File: src/rtl/urisc_mmio.sv
// urisc_mmio: 4-byte MMIO window on the urisc bus with a TX byte FIFO and an RX holding register.
// Define URISC_MMIO_LOOPBACK_EN to add CTRL.loopback, which routes the TX head into the RX register.
module urisc_mmio #(
    parameter logic [7:0]  BASE_ADDR = 8'hF0,
    parameter int unsigned TX_DEPTH  = 4
) (
    input  logic       clk,
    input  logic       reset,
    input  logic [7:0] addr,
    input  logic [7:0] data_in,
    input  logic       we,
    output logic [7:0] data_out,
    output logic       hit,
    output logic [7:0] tx_data,
    output logic       tx_valid,
    input  logic       tx_ready,
    input  logic [7:0] rx_data,
    input  logic       rx_valid,
    output logic       rx_ready
);

    localparam int unsigned   PW       = (TX_DEPTH > 1) ? $clog2(TX_DEPTH) : 1;
    localparam int unsigned   CW       = PW + 1;
    localparam logic [CW-1:0] FULL_CNT = CW'(TX_DEPTH);

    localparam logic [1:0] OFF_TX     = 2'd0;
    localparam logic [1:0] OFF_STATUS = 2'd1;
    localparam logic [1:0] OFF_RX     = 2'd2;
    localparam logic [1:0] OFF_CTRL   = 2'd3;

    logic [7:0]    mem_q [TX_DEPTH];
    logic [PW-1:0] wptr_q, wptr_d;
    logic [PW-1:0] rptr_q, rptr_d;
    logic [CW-1:0] count_q, count_d;
    logic          drop_q, drop_d;
    logic [7:0]    rx_q, rx_d;
    logic          rxf_q, rxf_d;
    logic          loopback;

`ifdef URISC_MMIO_LOOPBACK_EN
    logic          lb_q, lb_d;
    assign loopback = lb_q;
`else
    assign loopback = 1'b0;
`endif

    logic       wr;
    logic       tx_ne;
    logic       tx_full;
    logic       lb_xfer;
    logic       tx_pop;
    logic       tx_push;
    logic       push_ok;
    logic       rx_load;
    logic [7:0] rx_src;

    assign hit     = (addr[7:2] == BASE_ADDR[7:2]);
    assign wr      = we && hit;
    assign tx_ne   = (count_q != '0);
    assign tx_full = (count_q == FULL_CNT);

    // In loopback the head moves internally whenever RX has room; external handshakes are masked.
    assign lb_xfer = loopback && tx_ne && !rxf_q;
    assign tx_pop  = loopback ? lb_xfer : (tx_ne && tx_ready);
    assign tx_push = wr && (addr[1:0] == OFF_TX);
    // A push into a full FIFO is still accepted when the head leaves in the same cycle.
    assign push_ok = tx_push && (!tx_full || tx_pop);
    assign rx_load = loopback ? lb_xfer : (rx_valid && !rxf_q);
    assign rx_src  = loopback ? mem_q[rptr_q] : rx_data;

    assign tx_data  = mem_q[rptr_q];
    assign tx_valid = tx_ne && !loopback;
    assign rx_ready = !rxf_q && !loopback;

    always_comb begin
        wptr_d  = wptr_q;
        rptr_d  = rptr_q;
        count_d = count_q;
        drop_d  = drop_q;
        rx_d    = rx_q;
        rxf_d   = rxf_q;

        if (push_ok) begin
            wptr_d = wptr_q + PW'(1);
        end
        if (tx_pop) begin
            rptr_d = rptr_q + PW'(1);
        end
        count_d = count_q + CW'(push_ok) - CW'(tx_pop);

        if (tx_push && !push_ok) begin
            drop_d = 1'b1;
        end else if (wr && (addr[1:0] == OFF_STATUS)) begin
            drop_d = 1'b0;
        end

        if (rx_load) begin
            rxf_d = 1'b1;
            rx_d  = rx_src;
        end else if (wr && (addr[1:0] == OFF_RX)) begin
            rxf_d = 1'b0;
        end
    end

`ifdef URISC_MMIO_LOOPBACK_EN
    always_comb begin
        lb_d = lb_q;
        if (wr && (addr[1:0] == OFF_CTRL)) begin
            lb_d = data_in[0];
        end
    end
`endif

    always_ff @(posedge clk or negedge reset) begin
        if (!reset) begin
            for (int unsigned i = 0; i < TX_DEPTH; i++) begin
                mem_q[i] <= '0;
            end
            wptr_q  <= '0;
            rptr_q  <= '0;
            count_q <= '0;
            drop_q  <= 1'b0;
            rx_q    <= '0;
            rxf_q   <= 1'b0;
`ifdef URISC_MMIO_LOOPBACK_EN
            lb_q    <= 1'b0;
`endif
        end else begin
            if (push_ok) begin
                mem_q[wptr_q] <= data_in;
            end
            wptr_q  <= wptr_d;
            rptr_q  <= rptr_d;
            count_q <= count_d;
            drop_q  <= drop_d;
            rx_q    <= rx_d;
            rxf_q   <= rxf_d;
`ifdef URISC_MMIO_LOOPBACK_EN
            lb_q    <= lb_d;
`endif
        end
    end

    // Reads are pure functions of addr and current state.
    always_comb begin
        data_out = '0;
        if (hit) begin
            unique case (addr[1:0])
                OFF_TX:     data_out = '0;
                OFF_STATUS: data_out = {3'b000, drop_q, rxf_q, !tx_ne, tx_full, 1'b0};
                OFF_RX:     data_out = rxf_q ? rx_q : '0;
`ifdef URISC_MMIO_LOOPBACK_EN
                OFF_CTRL:   data_out = {7'b0, lb_q};
`else
                OFF_CTRL:   data_out = '0;
`endif
                default:    data_out = '0;
            endcase
        end
    end

endmodule

File: config.mk
export PLATFORM = sky130hd
export DESIGN_NAME = urisc_mmio
export DESIGN_NICKNAME = d
export VERILOG_FILES = /design/src/rtl/urisc_mmio.sv
export SDC_FILE = /design/constraint.sdc
export NUM_CORES = 1
export LEC_CHECK = 0
export BUFFER_PORTS_ARGS = -buffer_cell sky130_fd_sc_hd__buf_2
export CAP_MARGIN = 20
export CORE_MARGIN = 8
export CORE_UTILIZATION = 46
export DETAILED_ROUTE_END_ITERATION = 12
export PLACE_DENSITY = 0.68
export SLEW_MARGIN = 20
export SYNTH_ARGS = -nofsm -noshare
export SYNTH_HDL_FRONTEND = slang
export SYNTH_SLANG_ARGS = --single-unit
File: constraint.sdc
create_clock -name clk -period 4.95 [get_ports clk]
set_clock_uncertainty 0.15 [all_clocks]
set_input_delay 0.495 -clock clk [delete_from_list [all_inputs] [get_ports clk]]
set_output_delay 0.495 -clock clk [all_outputs]
set_load 0.03 [all_outputs]
==> impl_metrics.env <==
export IMPL_outcome="finished clean"
export IMPL_initial_utilization=0.466
export IMPL_ir_worst_vdd_mv=0.171
export IMPL_stdcell_area_mm2=0.00274
export IMPL_r2r_end="count_q[2]"
export IMPL_die_h_um=87.0
export IMPL_vias_per_cell=4.98
export IMPL_r2r_cells=10
export IMPL_drive_above_1_share=0.512
export IMPL_grtUsageTotal=0.118
export IMPL_hold_viol=0
export IMPL_fp_row_count=26
export IMPL_cts_setup_buffers=0
export IMPL_antenna_found_initial=0
export IMPL_cts_num_sinks=49
export IMPL_layout_cells_non_filler=281
export IMPL_critPathMaxFanout=8
export IMPL_totalWireLength_um=4210
export IMPL_cts_buffers=5
export IMPL_relSlewSlack=0.481
export IMPL_final_common_cell="dfrtp_1"
export IMPL_die_area_mm2=0.00756
export IMPL_n_antenna_cell=0
export IMPL_route_detailed_drc=0
export IMPL_hold_buffers=0
export IMPL_synthDistinctLibCells=26
export IMPL_cts_buffer_depth=2
export IMPL_max_freq_ghz=0.361
export IMPL_ctsResizeCount=0
export IMPL_post_route_min_period_ns=2.77
export IMPL_io_buffers=47
export IMPL_dp_cells=273
export IMPL_min_path_type="input pin to asynchronous set/reset pin"
export IMPL_r2r_slack_ns=2.19
export IMPL_syn_inst=160
export IMPL_worst_setup_path_type="input pin to flop"
export IMPL_setup_viol=0
export IMPL_synth_ff_type="dfrtp_1"
export IMPL_p_leak_nw=1.42
export IMPL_cts_reportedPaths_clkPinSlew_ns=0.09
export IMPL_area_growth_pct=18.4
export IMPL_power_density_mw_per_mm2=348
export IMPL_die_w_um=87.0
export IMPL_drt_pass1_iterations=4
export IMPL_fin_ws_ns=2.18
export IMPL_ys_seq_area_frac=0.529
export IMPL_grt_max_degree=50
export IMPL_ys_ff_latch=49
export IMPL_place_area_mm2=0.00263
export IMPL_drv_slew=0
export IMPL_grt_first_pass_wirelength_um=6980
export IMPL_overflow=0
export IMPL_cts_tree="done"
export IMPL_worst_slew_pin_slew_ns=0.773
export IMPL_critPathArrivalTime_ns=2.80
export IMPL_gp_congestion=0.732
export IMPL_cp_slowest_cell="nor4_4"
export IMPL_ctsHtreeMaxLevel=2
export IMPL_drtIter0Drc=29
export IMPL_crit_start="addr[2]"
export IMPL_crit_path_cell_trace="buf_2 > nand4bb_4 > nor4_4 > inv_1 > ha_1 > inv_1 > ha_1 > inv_1 > fa_1 > xnor2_1 > xnor2_1"
export IMPL_core_mm2=0.00498
export IMPL_setup_tns_ns=0
export IMPL_max_stage_delay_ns=0.72
export IMPL_setup_worst_path_end_class="flop"
export IMPL_nets=246
export IMPL_crit_required_ns=4.98
export IMPL_syn_mean_instance_area_um2=14.5
export IMPL_yosys_warnings=0
export IMPL_wl_per_cell_um=15.0
export IMPL_place_ws_ns=1.83
export IMPL_crit_end="count_q[2]"
export IMPL_maxCapViolCount=0
export IMPL_worstReg2RegStart="count_q[2]"
export IMPL_path_common_cell="inv_1"
export IMPL_netlist_area_mm2=0.00232
export IMPL_hpwlAfterDp_um=3060
export IMPL_clock_latency_ns=0.30
export IMPL_setup_worst_path_start_class="input pin"
export IMPL_synthArstFlopShare=1.00
export IMPL_most_common_layout_cells="dfrtp_1 (49), buf_2 (46), mux2_2 (39)"
export IMPL_vias=1399
export IMPL_grt_pass1_vias=1518
export IMPL_synth_fp_nets=196
export IMPL_synth_edff_count=0
export IMPL_rsz0062_at_grt="no"
export IMPL_ios=48
export IMPL_final_antenna_net_count=0
export IMPL_clock_root_buffer="clkbuf_8"
export IMPL_fin_crit_sh=0.559
[sequential cells by signal, indices dropped and copies added, names as in the netlist]
register,cells
count_q,3
drop_q,1
rptr_q,2
rxf_q,1
mem_q,32
wptr_q,2
rx_q,8
[critical path: cells and delay by family]
family                   cells  cell delay, ns
XOR/XNOR                     2            0.26
AND/OR/NAND/NOR              2            0.95
buffers and inverters        4            0.29
adder cells (fa/ha/maj)      3            0.79
[final cells by class]
type / count / area (um2)
repair buffers: 47 / 238
well taps: 70 / 87.6
inverters: 9 / 33.8
flip-flops and latches: 49 / 1230
clock inverters: 1 / 30.0
clock buffers: 7 / 86.3
multi-input cells: 98 / 1040
fillers: 418 / 2230
[per-stage QoR]
stage	util	power [mW]	hold WS, ns
finish	0.551	0.954	0.0496
global route	0.551	1.01	0.0923
CTS	0.551	0.970	0.218
detailed placement	0.527	0.676	0.332
global placement	0.527	0.671	0.327
floorplan	-	0.618	0.0494
[synthesized netlist by cell type, types with 2 or more instances]
master | instances | area [um2]
dfrtp_1 | 49 | 1230
xnor2_1 | 4 | 35.0
nand2_1 | 3 | 11.3
nor3_1 | 2 | 10.0
ha_1 | 6 | 75.1
nand2_4 | 4 | 45.0
and2_1 | 6 | 37.5
inv_1 | 9 | 33.8
clkbuf_1 | 3 | 11.3
mux4_2 | 8 | 180
a22oi_1 | 2 | 15.0
mux2_2 | 39 | 439
nor2b_1 | 4 | 25.0
a21oi_1 | 4 | 20.0
nor2_1 | 6 | 22.5
[kinds of logic after synthesis]
kind of cell | Yosys count | share of synthesized area
AO/OA/AOI/OAI | 8 | 0.0211
multiplexers | 48 | 0.272
AND/OR/NAND/NOR | 30 | 0.0967
adder cells (fa/ha/maj) | 7 | 0.0410
buffers and inverters | 13 | 0.0211
flip-flops | 49 | 0.529
XOR/XNOR | 5 | 0.0189
[per-layer routing]
layer / vias to the layer above / share of wire / track usage
li1: 670 / - / -
met1: 689 / 0.45 / 0.140
met2: 37 / 0.46 / 0.189
met3: 3 / 0.076 / 0.0481
met4: 0 / 0.0090 / 0.0376
met5: - / 0 / 0
[worst min path at each step]
| stage | from | to | slack (ns) | depth (start not counted) |
|---|---|---|---|---|
| after floorplan | reset | count_q[0] | 0.05 | 0 |
| after global placement | mem_q[31] | mem_q[31] | 0.33 | 1 |
| after detailed placement | mem_q[31] | mem_q[31] | 0.33 | 1 |
| after CTS | we | rxf_q | 0.22 | 2 |
| after global routing | reset | mem_q[6] | 0.09 | 1 |
| final | reset | mem_q[6] | 0.05 | 1 |
[report_power, final]
group	leakage [nW]	internal, mW	switching (mW)	total [mW]
clock network	0.0585	0.165	0.126	0.290
logic	0.718	0.0911	0.0712	0.162
registers	0.644	0.437	0.0653	0.502
Power figures use the tool's default switching activity.
